**config.mk**
```make
export PLATFORM = sky130hd
export DESIGN_NAME = seven_segment_capture
export DESIGN_NICKNAME = d
export VERILOG_FILES = /design/src/rtl/seven_segment_capture.sv
export SDC_FILE = /design/constraint.sdc
export NUM_CORES = 1
export LEC_CHECK = 0
export CAP_MARGIN = 10
export CELL_PAD_IN_SITES_DETAIL_PLACEMENT = 0
export CELL_PAD_IN_SITES_GLOBAL_PLACEMENT = 1
export CORE_MARGIN = 2
export CORE_UTILIZATION = 44
export CTS_BUF_LIST = sky130_fd_sc_hd__clkbuf_4 sky130_fd_sc_hd__clkbuf_8 sky130_fd_sc_hd__clkbuf_16
export DETAILED_ROUTE_END_ITERATION = 10
export GPL_ROUTABILITY_DRIVEN = 0
export PLACE_DENSITY = 0.82
export SKIP_CTS_REPAIR_TIMING = 1
export SYNTH_ARGS = -nofsm -noshare
export SYNTH_HDL_FRONTEND = slang
export SYNTH_SLANG_ARGS = --single-unit
```
**constraint.sdc**
```tcl
create_clock -name clk -period 2.6 [get_ports clk]
set_clock_uncertainty 0.1 [all_clocks]
set_input_delay 0.52 -clock clk [delete_from_list [all_inputs] [get_ports clk]]
set_output_delay 0.52 -clock clk [all_outputs]
set_load 0.02 [all_outputs]
```
**src/rtl/seven_segment_capture.sv**
```systemverilog
`default_nettype none
// ============================================================================
// Module      : seven_segment_capture
// Description : Snoops a multiplexed, active-low 4-digit seven-segment bus and
//               rebuilds the displayed frame. Each digit is latched once its
//               anode/segment sample has been stable for STABLE_CYCLES
//               consecutive samples. A full set of four digits is presented
//               on digit1..digit4 with a valid/ready handshake.
// Ports       : clk, rst            - clock, synchronous active-high reset
//               anode_active[3:0]   - active-low digit select (0111 = digit1)
//               segments[6:0]       - active-low segments, a..g = bit6..bit0
//               frame_ready         - consumer acknowledge
//               digit1..digit4[3:0] - decoded frame (4'hF blank, 4'hE bad)
//               frame_valid         - frame held on digit1..digit4
//               seg_error, anode_error, overflow - sticky error flags
// Revision    : 1.0 - initial release
// ============================================================================
module seven_segment_capture #(
    parameter int STABLE_CYCLES = 4
) (
    input  logic       clk,
    input  logic       rst,
    input  logic [3:0] anode_active,
    input  logic [6:0] segments,
    input  logic       frame_ready,
    output logic [3:0] digit1,
    output logic [3:0] digit2,
    output logic [3:0] digit3,
    output logic [3:0] digit4,
    output logic       frame_valid,
    output logic       seg_error,
    output logic       anode_error,
    output logic       overflow
);

    typedef enum logic [1:0] {
        IDLE   = 2'd0,
        SETTLE = 2'd1,
        HOLD   = 2'd2
    } state_t;

    localparam logic [7:0] c_STABLE = 8'(STABLE_CYCLES);

    // Registered bus sample and the sample before it
    logic [3:0] r_anode;
    logic [6:0] r_seg;
    logic [3:0] r_prev_anode;
    logic [6:0] r_prev_seg;

    state_t     r_state;
    state_t     w_state_next;
    logic [7:0] r_count;
    logic [7:0] w_count_next;

    logic [3:0] r_slot [0:3];
    logic [3:0] r_mask;

    logic [3:0] w_decode;
    logic [1:0] w_idx;
    logic       w_single;
    logic       w_blank;
    logic       w_fresh;
    logic       w_latch;
    logic       w_anode_err;
    logic       w_mask_full;

    assign w_blank     = (r_anode == 4'b1111);
    assign w_mask_full = (r_mask == 4'b1111);

    always_comb begin
        w_idx    = 2'd0;
        w_single = 1'b1;
        case (r_anode)
            4'b0111: w_idx = 2'd0;
            4'b1011: w_idx = 2'd1;
            4'b1101: w_idx = 2'd2;
            4'b1110: w_idx = 2'd3;
            default: w_single = 1'b0;
        endcase
    end

    always_comb begin
        case (r_seg)
            7'b0000001: w_decode = 4'd0;
            7'b1001111: w_decode = 4'd1;
            7'b0010010: w_decode = 4'd2;
            7'b0000110: w_decode = 4'd3;
            7'b1001100: w_decode = 4'd4;
            7'b0100100: w_decode = 4'd5;
            7'b0100000: w_decode = 4'd6;
            7'b0001111: w_decode = 4'd7;
            7'b0000000: w_decode = 4'd8;
            7'b0000100: w_decode = 4'd9;
            7'b1111111: w_decode = 4'hF;
            default:    w_decode = 4'hE;
        endcase
    end

    // Next-state logic. A "fresh" sample is one the FSM treats as a new
    // start exactly as from IDLE: always in IDLE, on any anode/segment
    // change in SETTLE, and only on an anode change in HOLD.
    always_comb begin
        w_state_next = r_state;
        w_count_next = r_count;
        w_latch      = 1'b0;
        w_anode_err  = 1'b0;
        case (r_state)
            SETTLE:  w_fresh = (r_anode != r_prev_anode) || (r_seg != r_prev_seg);
            HOLD:    w_fresh = (r_anode != r_prev_anode);
            default: w_fresh = 1'b1;
        endcase

        if (!w_fresh) begin
            if (r_state == SETTLE) begin
                w_count_next = (r_count == 8'hFF) ? r_count : r_count + 8'd1;
                if (w_count_next == c_STABLE) begin
                    w_latch      = 1'b1;
                    w_state_next = HOLD;
                end
            end
        end else if (w_blank) begin
            w_state_next = IDLE;
            w_count_next = 8'd0;
        end else if (w_single) begin
            w_count_next = 8'd1;
            // With STABLE_CYCLES of 1 the first sample already qualifies
            if (w_count_next == c_STABLE) begin
                w_latch      = 1'b1;
                w_state_next = HOLD;
            end else begin
                w_state_next = SETTLE;
            end
        end else begin
            w_anode_err  = 1'b1;
            w_state_next = IDLE;
            w_count_next = 8'd0;
        end
    end

    always_ff @(posedge clk) begin
        if (rst) begin
            r_state <= IDLE;
            r_count <= 8'd0;
        end else begin
            r_state <= w_state_next;
            r_count <= w_count_next;
        end
    end

    always_ff @(posedge clk) begin
        if (rst) begin
            r_anode      <= 4'b1111;
            r_seg        <= 7'b1111111;
            r_prev_anode <= 4'b1111;
            r_prev_seg   <= 7'b1111111;
            r_mask       <= 4'b0000;
            for (int i = 0; i < 4; i++) r_slot[i] <= 4'hF;
            digit1       <= 4'hF;
            digit2       <= 4'hF;
            digit3       <= 4'hF;
            digit4       <= 4'hF;
            frame_valid  <= 1'b0;
            seg_error    <= 1'b0;
            anode_error  <= 1'b0;
            overflow     <= 1'b0;
        end else begin
            r_anode      <= anode_active;
            r_seg        <= segments;
            r_prev_anode <= r_anode;
            r_prev_seg   <= r_seg;

            // seg_error is raised when an undecodable pattern is captured
            if (w_latch) begin
                r_slot[w_idx] <= w_decode;
                if (w_decode == 4'hE) seg_error <= 1'b1;
            end
            if (w_anode_err) anode_error <= 1'b1;

            // Mask is cleared when a full frame is consumed; a latch on the
            // same edge still records its bit for the next frame.
            r_mask <= (w_mask_full ? 4'b0000 : r_mask)
                    | (w_latch ? (4'b0001 << w_idx) : 4'b0000);

            if (w_mask_full) begin
                if (!frame_valid || frame_ready) begin
                    digit1      <= r_slot[0];
                    digit2      <= r_slot[1];
                    digit3      <= r_slot[2];
                    digit4      <= r_slot[3];
                    frame_valid <= 1'b1;
                end else begin
                    overflow    <= 1'b1;
                end
            end else if (frame_valid && frame_ready) begin
                frame_valid <= 1'b0;
            end
        end
    end

endmodule
`default_nettype wire

```
After elaboration in Yosys (flattened, before gate mapping):

Memory sizes are Yosys's and may differ from the RTL's. A register that Yosys moved wholly into a read port is not among the register bits.
Cells that the tools add are included.

* shift operators: 1
* $add $sub $neg: 1
* reduce and logical (&&, ||, !) cells: 15
* muxes and demuxes: 33
* bitwise gates (word level): 2
* equality and inequality tests: 24

Operators by type and width (number)
* $pmux 4 s11: 1
* $eq 4x4->1 const B: 6
* $mux 8: 3
* $eq 7x7->1 const B: 3
* $mux 1: 20
* $eq 7x3->1 const B: 2
* $eq 7x6->1 const B: 2
* $mux 4: 3
* $reduce_and 2->1: 5
* $add 8x1->8 const B: 1
* $eq 8x3->1 const B: 1
* $eq 8x8->1 const B: 1
* $mux 2: 4
* $reduce_or 4->1: 2
* $eq 7x1->1 const B: 1
* $eq 7x4->1 const B: 1
* $eq 7x5->1 const B: 1
* $logic_not 7->1: 1
* $ne 7x7->1: 1
* $pmux 2 s3: 1
* $reduce_bool 2->1: 3
* $eq 4x3->1 const B: 1
* $ne 4x4->1: 1
* $or 4x4->4: 1
* 9 further kinds: 10

* RAM bits: 16
* input port bits: 14
* memories kept: 1
* bits in registers: 40
* output and inout port bits: 20
* logic and storage cells: 88

Memory list
* r_slot: depth 4, width 4, rd ports 4, clocked after Yosys merged registers in 4, wr ports 4, RTL line 55 `logic [3:0] r_slot [0:3];`

Longest topological paths before layout:

Gate-level depths: netlist (run 1).

* depth in word-level cells: 11
* gate-level depth with buffers: 9
* depth with buffers taken out: 7

Worst setup path before layout (run 1):

No wires, ideal clock.

* kind: register to register
* start point: reg r_count[0]
* end point: mem r_slot[3][0] (enable)
* clock period less this slack: 2.318 ns
* setup slack: 0.282 ns
* setup time: 0.361 ns
* data arrival time: 1.857 ns
* cell stages (with the launch flop): 7
* data required time: 2.139 ns
* path buffers: 0
* cells stage by stage: dfxtp_1 ha_1 xor2_1 nand4_1 and4b_1 nand4_1 o21ai_0

RTL lines
* start, declared: RTL line 52 `logic [7:0] r_count;`
* start signal, assigned: RTL line 146 `r_count <= w_count_next;`
* end, declared: RTL line 55

==> results_dict.tcl, run 1 <==
set metrics [dict create \
    p_switching_uw 570.9 \
    fmax_mhz 415.8 \
    die_h_um 90.07 \
    p_sw_frac 0.2376 \
    wirelength_um 6279 \
    yosysTopAreaCell "dfxtp_1" \
    synth-async-reset-ratio 0 \
    p_seq_frac 0.492 \
    placementRows 31 \
    synth_ff_type "dfxtp_1" \
    maxSlewViolCount 0 \
    crit_type "reg2reg" \
    wl_per_cell_um 13.42 \
    drive_above_1_share 0.1816 \
    core_area_um2 7214 \
    p_int_uw 1832 \
    clkPwrFrac 0.419 \
    grt_use_total 0.1626 \
    placed_area_um2 3699 \
    yosysWarnings 0 \
    p_leak_uw 0.001360 \
    cp-end-kind "register" \
    maxCapViolations 0 \
    viasPerCell 5.250 \
    power_per_cell_area_nw_per_um2 612.0 \
    cts_tree "built" \
    setup_violations 0 \
    final_area_um2 3926 \
    overflow 0 \
    worstSetupStartpointType "register" \
    finalHoldViolations 0 \
    netlist_instances 332 \
    nFillCells 671 \
    worst_slew_pin_slew_ps 478.3 \
    period_needed_ps 2405 \
    ys_types 56 \
    root_buffer "clkbuf_8" \
    die_w_um 90.07 \
    antenna_found_initial 0 \
    drc 0 \
    hp-class "reg2reg" \
    die_area_um2 8112 \
    drtIter0Drc 178 \
    numCtsBuffers 9 \
    worstSkewPairLatency_ps 350 \
    area_growth_pct 20.46 \
    synth_edf_count 16 \
    fin_tns_setup_ps 0 \
    cts.clk_slew.worst_paths_ps 80 \
    crit_top_cell "nand4_1" \
    slew-limit-headroom 0.6808 \
    synth_seq_area_share 0.4914 \
    ys_seq_elements 72 \
    critPathSlowestCell "dfxtp_1" \
    grt_max_degree 34 \
    ir_worst_vdd_mv 0.2944 \
    worstPathRequired_ps 2570 \
    crit_fanout 8 \
    synth_top_area_share 0.3440 \
    critical_path_buf_inv_count 1 \
    cp_top_family "simple AND/OR/NAND/NOR gates" \
    yosys-top-cells-area "dfxtp_1 (34%), edfxtp_1 (15%), mux2i_1 (5.8%), or2_2 (4.4%), xnor2_1 (3.5%)" \
    start_util 0.4518 \
    path_cells "ha_1 > nand4_1 > o21ai_0 > nand2_1 > nor4b_4 > buf_4 > nand4_1" \
    grt_pass1_wl_um 10540 \
    syn_area_per_cell_um2 9.817 \
    drtAntennaViolNets 0 \
    io_pins 34 \
    first_pass_iters 4 \
    antenna_cells 0 \
    critPathArrivalTime_ps 2380 \
    cts_buffer_depth 2 \
    dr_total_vias 2457 \
    synth_nets 349 \
    syn_area_um2 3259 \
    timing.final.crit_share 0.9251 \
    critical-path-max-stage-delay_ps 440 \
    comb_power_share 0.089 \
    first_global_vias 2208 \
    htree_levels 3 \
    hpwl_um 4437 \
    rsz0062_at_grt "no" \
    port_buffers 33 \
    outcome "completed" \
    cts.sinks 72 \
    final_nets 381 \
    final_util 0.5442 \
]
==> cells in the final DEF (no fill, tap or decap), types with 6 or more instances in the layout <==
cell,n
a21oi_1,12
buf_4,17
clkbuf_8,10
clkdlybuf4s50_1,33
dfxtp_1,56
edfxtp_1,16
mux2i_1,19
nand2_1,30
nand3_1,20
nand4_1,18
nor2_1,11
nor3_1,10
o21ai_0,8
or2_2,23
xnor2_1,13
xor2_1,6
==> path summary, 6_finish.rpt <==
| path | startpoint | to | slack [ps] | cells past startpoint |
|---|---|---|---|---|
| max | r_count[1] | r_slot[0][2] | 190 | 7 |
| min | anode_error | anode_error | 350 | 2 |
| max reg2reg | r_count[1] | r_slot[0][2] | 190 | 7 |
| min reg2reg | anode_error | anode_error | 350 | 2 |
==> cells in the mapped netlist (2+ instances only) <==
cell type and number:
dfxtp_1 56, nand2_1 30, or2_2 23, nand3_1 20, mux2i_1 19, nand4_1 18
buf_2 17, edfxtp_1 16, xnor2_1 13, a21oi_1 12, nor2_1 11, nor3_1 10
o21ai_0 8, clkbuf_1 7, xor2_1 6, a31o_2 5, inv_1 5, and4b_1 3
ha_1 3, nor2b_1 3, o211ai_1 3, a21o_1 2, and3_1 2, and4_1 2
buf_1 2, buf_4 2, nand2b_1 2, o21a_1 2, o21ba_2 2, or3_1 2
==> metrics by stage <==
| stage | total power, uW | instances | setup slack, ps | hold slack (ps) |
|---|---|---|---|---|
| CTS | 2428 | 468 | 202.4 | 351.9 |
| floorplan | 1354 | 332 | 281.6 | 337.6 |
| finish | 2403 | 468 | 194.9 | 347.6 |
| detailed placement | 1422 | 452 | 184.6 | 339.7 |
| global route | 2501 | 468 | 4.939 | 371.4 |
| global placement | 1421 | 452 | 236.8 | 336.7 |
==> logic make-up after synthesis <==
group,synth area share
AO/OA/AOI/OAI,0.1010
XOR/XNOR,0.05106
adder cells (fa/ha/maj),0.01459
buffers and inverters,0.05144
flip-flops,0.4914
multiplexers,0.05835
AND/OR/NAND/NOR,0.2323
==> layer usage <==
layer	vias up	global-route usage	routed length, um
met5	-	0	0
met2	78	0.2506	2893
met3	16	0.02766	358
met1	1114	0.2168	2863
li1	1249	-	-
met4	0	0.09103	163
==> power groups by stage <==
stage | combinational [uW] | sequential [uW] | clock (uW)
floorplan | 153 | 1200 | 0
global placement | 212 | 1210 | 0
detailed placement | 213 | 1210 | 0
CTS | 215 | 1180 | 1030
global route | 236 | 1190 | 1080
finish | 213 | 1180 | 1010
==> layout make-up <==
class,instances,area [um^2],share of cell area
clock buffer,10,137.6,0.03505
clock inverter,6,90.09,0.02294
inverter,6,22.52,0.005736
multi-input combinational,225,1493,0.3802
sequential,72,1602,0.4079
tap,99,123.9,0.03155
timing repair buffer,50,457.9,0.1166
==> tightest hold or removal path, cell delays in order, from the launching register on <==
cell and delay [ps]:
dfxtp_1 310, inv_1 40, a21oi_1 50
==> state kept, by name, summed over array words and instances, names as in the netlist <==
register,flops
overflow,1
digit1,4
r_state,2
anode_error,1
r_prev_seg,7
r_prev_anode,4
r_seg,7
digit4,4
digit3,4
seg_error,1
r_mask,4
frame_valid,1
r_slot,16
digit2,4
r_anode,4
r_count,8
No activity file was read; power rests on OpenSTA's default activity.
==> run 2: changes to the inputs <==
HOLD_SLACK_MARGIN = 0.06   (was not set)
SLEW_MARGIN = 20   (was not set)
==> results of run 2 <==
Final layout, timing and power as in run 1 (identical DEF).
